===== config.mk =====
export PLATFORM = sky130hd
export DESIGN_NAME = l2_tag_array_nway
export DESIGN_NICKNAME = d
export VERILOG_FILES = /design/src/rtl/l2_tag_pkg.sv /design/src/rtl/l2_tag_way.sv /design/src/rtl/l2_tag_array_nway.sv
export SDC_FILE = /design/constraint.sdc
export NUM_CORES = 2
export LEC_CHECK = 0
export CAP_MARGIN = 20
export CORE_ASPECT_RATIO = 0.5
export CORE_UTILIZATION = 62
export DETAILED_ROUTE_END_ITERATION = 8
export HOLD_SLACK_MARGIN = 0.15
export PLACE_DENSITY_LB_ADDON = 0.08
export SYNTH_ARGS = -nofsm -noshare
export SYNTH_HDL_FRONTEND = slang
export SYNTH_SLANG_ARGS = --single-unit
export TNS_END_PERCENT = 100

===== constraint.sdc =====
create_clock -name clk -period 3.7 [get_ports clk]
set_clock_uncertainty 0.1 [all_clocks]
set_input_delay 0.555 -clock clk [delete_from_list [all_inputs] [get_ports clk]]
set_output_delay 0.555 -clock clk [all_outputs]
set_load 0.01 [all_outputs]

===== src/rtl/l2_tag_pkg.sv =====
// Shared types for the L2 tag array: per-way entry layout, FSM states and
// the priority helper used to turn a hit vector into a way number.
package l2_tag_pkg;

  localparam int L2_TAG_W = 23;

  typedef struct packed {
    logic                valid;
    logic                dirty;
    logic [L2_TAG_W-1:0] tag;
  } tag_entry_t;

  typedef enum logic [1:0] {
    ST_INIT  = 2'd0,
    ST_IDLE  = 2'd1,
    ST_FLUSH = 2'd2
  } state_t;

  // Index of the lowest set bit; 0 when no bit is set.
  function automatic int unsigned lowest_set(input logic [31:0] vec);
    int unsigned idx;
    idx = 0;
    for (int i = 31; i >= 0; i--) begin
      if (vec[i]) idx = unsigned'(i);
    end
    return idx;
  endfunction

endpackage


===== src/rtl/l2_tag_way.sv =====
// One way of the tag store: NUM_SETS entries, registered read, write with
// same-cycle bypass, and a valid/dirty-only clear port for the sweep.
module l2_tag_way
  import l2_tag_pkg::*;
#(
  parameter int S_INDEX = 4
) (
  input  logic               clk,
  input  logic               rst_n,
  input  logic               rd_en,
  input  logic [S_INDEX-1:0] rindex,
  input  logic               wr_en,
  input  logic [S_INDEX-1:0] windex,
  input  tag_entry_t         wr_entry,
  input  logic               clr_en,
  input  logic [S_INDEX-1:0] clr_index,
  output tag_entry_t         rd_entry
);

  localparam int NUM_SETS = 2 ** S_INDEX;

  tag_entry_t mem [NUM_SETS];

  // Storage has no reset so it can map onto RAM; the sweep keeps tags intact.
  always_ff @(posedge clk) begin
    if (clr_en) begin
      mem[clr_index].valid <= 1'b0;
      mem[clr_index].dirty <= 1'b0;
    end else if (wr_en) begin
      mem[windex] <= wr_entry;
    end
  end

  always_ff @(posedge clk or negedge rst_n) begin
    if (!rst_n) begin
      rd_entry <= '0;
    end else if (rd_en) begin
      rd_entry <= (wr_en && (windex == rindex)) ? wr_entry : mem[rindex];
    end
  end

endmodule


===== src/rtl/l2_tag_array_nway.sv =====
// N-way L2 tag/valid/dirty array: init/flush sweep FSM, 1-cycle registered
// read of all ways, masked write with bypass, and hit vector / hit way.
module l2_tag_array_nway
  import l2_tag_pkg::*;
#(
  parameter int S_INDEX = 4,
  parameter int WAYS    = 4,
  parameter int TAG_W   = L2_TAG_W
) (
  input  logic                     clk,
  input  logic                     rst_n,
  output logic                     ready,
  input  logic                     read,
  input  logic [S_INDEX-1:0]       rindex,
  input  logic [TAG_W-1:0]         ctag,
  input  logic                     load,
  input  logic [S_INDEX-1:0]       windex,
  input  logic [WAYS-1:0]          wmask,
  input  logic [TAG_W-1:0]         wtag,
  input  logic                     wvalid,
  input  logic                     wdirty,
  output logic                     rvalid,
  output logic [WAYS*TAG_W-1:0]    rtag,
  output logic [WAYS-1:0]          rvalid_bits,
  output logic [WAYS-1:0]          rdirty_bits,
  output logic [WAYS-1:0]          hit_vec,
  output logic                     hit,
  output logic [$clog2(WAYS)-1:0]  hit_way,
  input  logic                     flush_req,
  output logic                     flush_done
);

  localparam int NUM_SETS = 2 ** S_INDEX;
  localparam int WAY_W    = $clog2(WAYS);

  state_t             state;
  logic [S_INDEX-1:0] cnt;
  logic               sweep;
  logic               last_set;
  logic               rd_acc;
  logic               wr_acc;
  logic [TAG_W-1:0]   ctag_q;
  tag_entry_t         wr_entry;
  tag_entry_t         rd_e [WAYS];

  assign ready    = (state == ST_IDLE);
  assign sweep    = (state == ST_INIT) || (state == ST_FLUSH);
  assign last_set = (cnt == S_INDEX'(NUM_SETS - 1));
  assign rd_acc   = read && ready;
  assign wr_acc   = load && ready;

  // Only a completed flush is reported; the power-up sweep stays silent.
  assign flush_done = (state == ST_FLUSH) && last_set;

  always_ff @(posedge clk or negedge rst_n) begin
    if (!rst_n) begin
      state <= ST_INIT;
      cnt   <= '0;
    end else begin
      case (state)
        ST_IDLE: begin
          if (flush_req) begin
            state <= ST_FLUSH;
            cnt   <= '0;
          end
        end
        ST_INIT, ST_FLUSH: begin
          cnt <= cnt + 1'b1;
          if (last_set) state <= ST_IDLE;
        end
        default: begin
          state <= ST_INIT;
          cnt   <= '0;
        end
      endcase
    end
  end

  always_ff @(posedge clk or negedge rst_n) begin
    if (!rst_n) begin
      rvalid <= 1'b0;
      ctag_q <= '0;
    end else begin
      rvalid <= rd_acc;
      if (rd_acc) ctag_q <= ctag;
    end
  end

  assign wr_entry = '{valid: wvalid, dirty: wdirty, tag: wtag};

  for (genvar w = 0; w < WAYS; w++) begin : g_way
    l2_tag_way #(
      .S_INDEX (S_INDEX)
    ) u_way (
      .clk       (clk),
      .rst_n     (rst_n),
      .rd_en     (rd_acc),
      .rindex    (rindex),
      .wr_en     (wr_acc && wmask[w]),
      .windex    (windex),
      .wr_entry  (wr_entry),
      .clr_en    (sweep),
      .clr_index (cnt),
      .rd_entry  (rd_e[w])
    );

    // Compare works on the registered entry and registered ctag, so the hit
    // outputs hold alongside the data between reads.
    assign rtag[w*TAG_W +: TAG_W] = rd_e[w].tag;
    assign rvalid_bits[w]         = rd_e[w].valid;
    assign rdirty_bits[w]         = rd_e[w].dirty;
    assign hit_vec[w]             = rd_e[w].valid && (rd_e[w].tag == ctag_q);
  end

  assign hit     = |hit_vec;
  assign hit_way = WAY_W'(lowest_set(32'(hit_vec)));

endmodule

==> results.toml <==
[outcome]
status = "complete, no violations"

[timing]
relSlewSlack_pct = 19.9
slew_violations = 0
fin_crit_ns = 3.65
hold_ws_ns = 0.234
finalSetupViolCount = 0
post-route-period-util_pct = 98.6
hold_viol_final = 0
timing.fmax_ghz = 0.274
rsz0062_at_grt = "no"
tightest_slew_ns = 1.20

[grt]
top_usage_layer = "met1"
antenna_found_initial = 12
use_met3_pct = 8.50
use_met2_pct = 49.2
gr-usage-all-layers_pct = 33.9
globalRouteOverflowTotal = 0
grt_pass1_vias = 35758
met1_usage_pct = 49.7
grt_pass1_wl_um = 262000
grt_max_degree = 120

[cts]
clkSinkCount = 1730
cts-htree-levels = 4
clkTransAtPathRegs_ns = 0.07
cts_buffers = 145
cts_tree = "done"
cts_root_buf = "clkbuf_16"
worstSkewPairLatency_ns = 0.78
cts_buffer_depth = 3

[cells_and_area]
layout.nets = 3790
nFillCells = 6352
drive_gt1_share_pct = 26.4
layout.cells.non_filler = 5300
fin_util_pct = 72.4
syn2layout_area_growth_pct = 14.7
final_area_mm2 = 0.0785

[placed_design]
post-dp-hpwl_um = 107000
port_buffers = 174
gp_congestion = 0.934
placedCellCount = 4993
dpl-instance-area_mm2 = 0.0736

[synth]
synth_top_area_share_pct = 70.2
syn_area_mm2 = 0.0685
synth_cell_type_count = 44
ys_ff_latch = 1730
synth_fa_ha_area_share_pct = 0.0183
netlist.top_cell.by_area = "edfxtp_1"
synth_mux_area_share_pct = 16.4
seq_area_frac_synth_pct = 74.9
yosys_warnings = 0
syn_inst = 3405
syn_area_per_cell_um2 = 20.1
synth-xor-area-share_pct = 1.19
synth-compound-area-share_pct = 1.85
ys_async_sr_fraction_pct = 7.51
netlist_top_cells_area = "edfxtp_1, mux4_2, dfrtp_1"
synth_nets = 3471
synth-simple-area-share_pct = 4.11
synth_ff_type = "edfxtp_1"
synth_top_family_by_area = "multiplexers"
synth_edf_count = 1600

[route]
drc = 0
drt_iter0_drc = 5431
wl_per_cell_um = 34.9
via_per_inst = 6.87
antenna_left = 0
wl_um = 185000
via_count = 36420
first_pass_iters = 6

[die]
fp.dieArea_mm2 = 0.112
die_h_um = 237
pin_count = 175
initial_utilization_pct = 63.1
rows = 85
core_mm2 = 0.108
die_x_um = 472

[job]
cap_violations = 0

[worst_hold_path]
min_path_cells = 3
hp-class = "input pin to register"

[critical_path]
worstPathMaxFanout = 4
rr_worst_depth = 6
crit_path_start_kind = "register"
timing.setup.critical_path_class = "register to primary output"
crit_required_ns = 3.04
end_kind = "primary output"
arrival_ns = 2.99

[pwr]
vdd.ir_drop.worst_uv = 526
switching_share_pct = 27.0
p_per_area_mw_per_mm2 = 584
p_total_mw = 45.8
sequentialPowerShare_pct = 51.8
p_comb_share_pct = 15.2
clkPwrFrac_pct = 33.1
internal_power_mw = 33.5
power.net_switching_mw = 12.4
leakage_nw = 27.7
-- layer usage --
metal	vias up	share of wire, %
li1	14399	-
met4	10	4.5
met5	-	0.028
met1	19163	38
met3	406	12
met2	2442	45
-- Yosys cell counts, types with 2 or more instances --
cell type,instances
inv_1,5
nor3_1,10
nor2b_1,8
buf_2,50
nor2_2,2
or2_1,2
a31oi_1,12
edfxtp_1,1600
nor3b_1,4
nor4_1,16
a21o_1,2
buf_1,27
a21oi_1,210
o21a_1,2
buf_6,9
mux4_2,500
xor2_1,64
nand4_1,14
and4_1,2
clkbuf_1,104
and2_1,100
o31a_1,3
nand2b_1,7
nor2_1,245
and3_1,5
dfrtp_1,130
nand3_1,15
nand2_1,194
o211ai_1,2
inv_2,2
buf_4,16
xnor2_1,29
o21ai_0,3
-- state kept, by name (all words and copies together) (netlist names) --
signal and cells:
g_way.u_way.rd_entry 100, rvalid 1, g_way.u_way.mem 1600, cnt 4
ctag_q 23, state 2
-- power by group through the flow --
stage               clock network (mW)  logic, mW  registers, mW
floorplan                            0       3.37           23.4
finish                            15.2       6.95           23.7
CTS                               15.2       6.78           23.7
global placement                     0       6.38           24.1
global route                      16.0       7.24           23.7
detailed placement                   0       6.49           24.2
-- final cells by class --
cell class	instances	area (um2)	area share, %
well taps	1435	1800	2.29
flip-flops and latches	1730	51300	65.4
clock inverters	67	554	0.706
diodes	30	75.1	0.0956
clock buffers	191	4040	5.15
inverters	7	36.3	0.0462
repair buffers	378	4140	5.27
multi-input cells	1462	16500	21.1
-- worst paths after layout --
path                       slack [ns]       from                          end
max                              0.05  ctag_q[0]                   hit_vec[1]
min                              0.23   ctag[17]                   ctag_q[17]
max reg2reg                      0.49   state[1]    g_way[2].u_way.mem[3][20]
min reg2reg                      0.42   state[1]                       cnt[1]
max in group asynchronous        2.25      rst_n                    ctag_q[2]
min in group asynchronous        0.33      rst_n  g_way[2].u_way.rd_entry[16]
-- critical path, stage by stage, from the launching register on --
cell	delay, ns
dfrtp_2	0.51
buf_4	0.18
xor2_1	0.17
nor4_2	0.29
nand4_1	0.15
nor3_1	0.19
buf_4	0.21
clkdlybuf4s50_1	0.55
-- stage by stage --
stage / setup WS, ns / TNS (ns)
CTS: -0.0720 / -0.0720
detailed placement: 0.225 / 0
finish: 0.0518 / 0
global placement: 0.259 / 0
floorplan: 0.627 / 0
global route: 0.0489 / 0
-- kinds of logic (layout without fill, tap and decap cells) --
| logic type | count (synthesis) | count (layout) |
|---|---|---|
| simple gates | 628 | 628 |
| xor+xnor | 93 | 93 |
| buf+inv | 213 | 643 |
| mux | 500 | 500 |
| compound gates | 240 | 240 |
| fa+ha+maj | 1 | 1 |
| flops | 1730 | 1730 |
| other cells | 0 | 30 |
-- timing repair --
item | in CTS | in global routing
pin swaps | 3 | 6
endpoints found under the hold margin | 81 | 0
resized for setup | 26 | 9
setup endpoints to repair | 6 | 3
setup buffers | 13 | 5
hold buffers | 1 | 0
-- cells in the final DEF (no fill, tap or decap), types with 5 or more instances in the layout --
| cell type | instances |
|---|---|
| edfxtp_1 | 1600 |
| mux4_2 | 500 |
| a21oi_1 | 210 |
| nand2_1 | 193 |
| nor2_1 | 180 |
| clkdlybuf4s50_1 | 166 |
| clkbuf_16 | 153 |
| buf_4 | 135 |
| dfrtp_1 | 109 |
| and2_1 | 100 |
| buf_12 | 68 |
| xor2_1 | 64 |
| nor2_2 | 35 |
| nor2_4 | 32 |
| clkbuf_1 | 31 |
| diode_2 | 30 |
| xnor2_1 | 29 |
| clkinv_2 | 24 |
| clkinv_1 | 22 |
| dfrtp_2 | 21 |
| nand3_1 | 15 |
| nand4_1 | 14 |
| a31oi_1 | 12 |
| nor4_1 | 11 |
| nor2b_1 | 8 |
| nor3_1 | 8 |
| bufinv_16 | 8 |
| clkbuf_8 | 7 |
| nand2b_1 | 6 |
| and3_1 | 5 |
| nor4_2 | 5 |
| inv_1 | 5 |
| inv_6 | 5 |
Note: power is estimated with default switching activity, not from simulation.
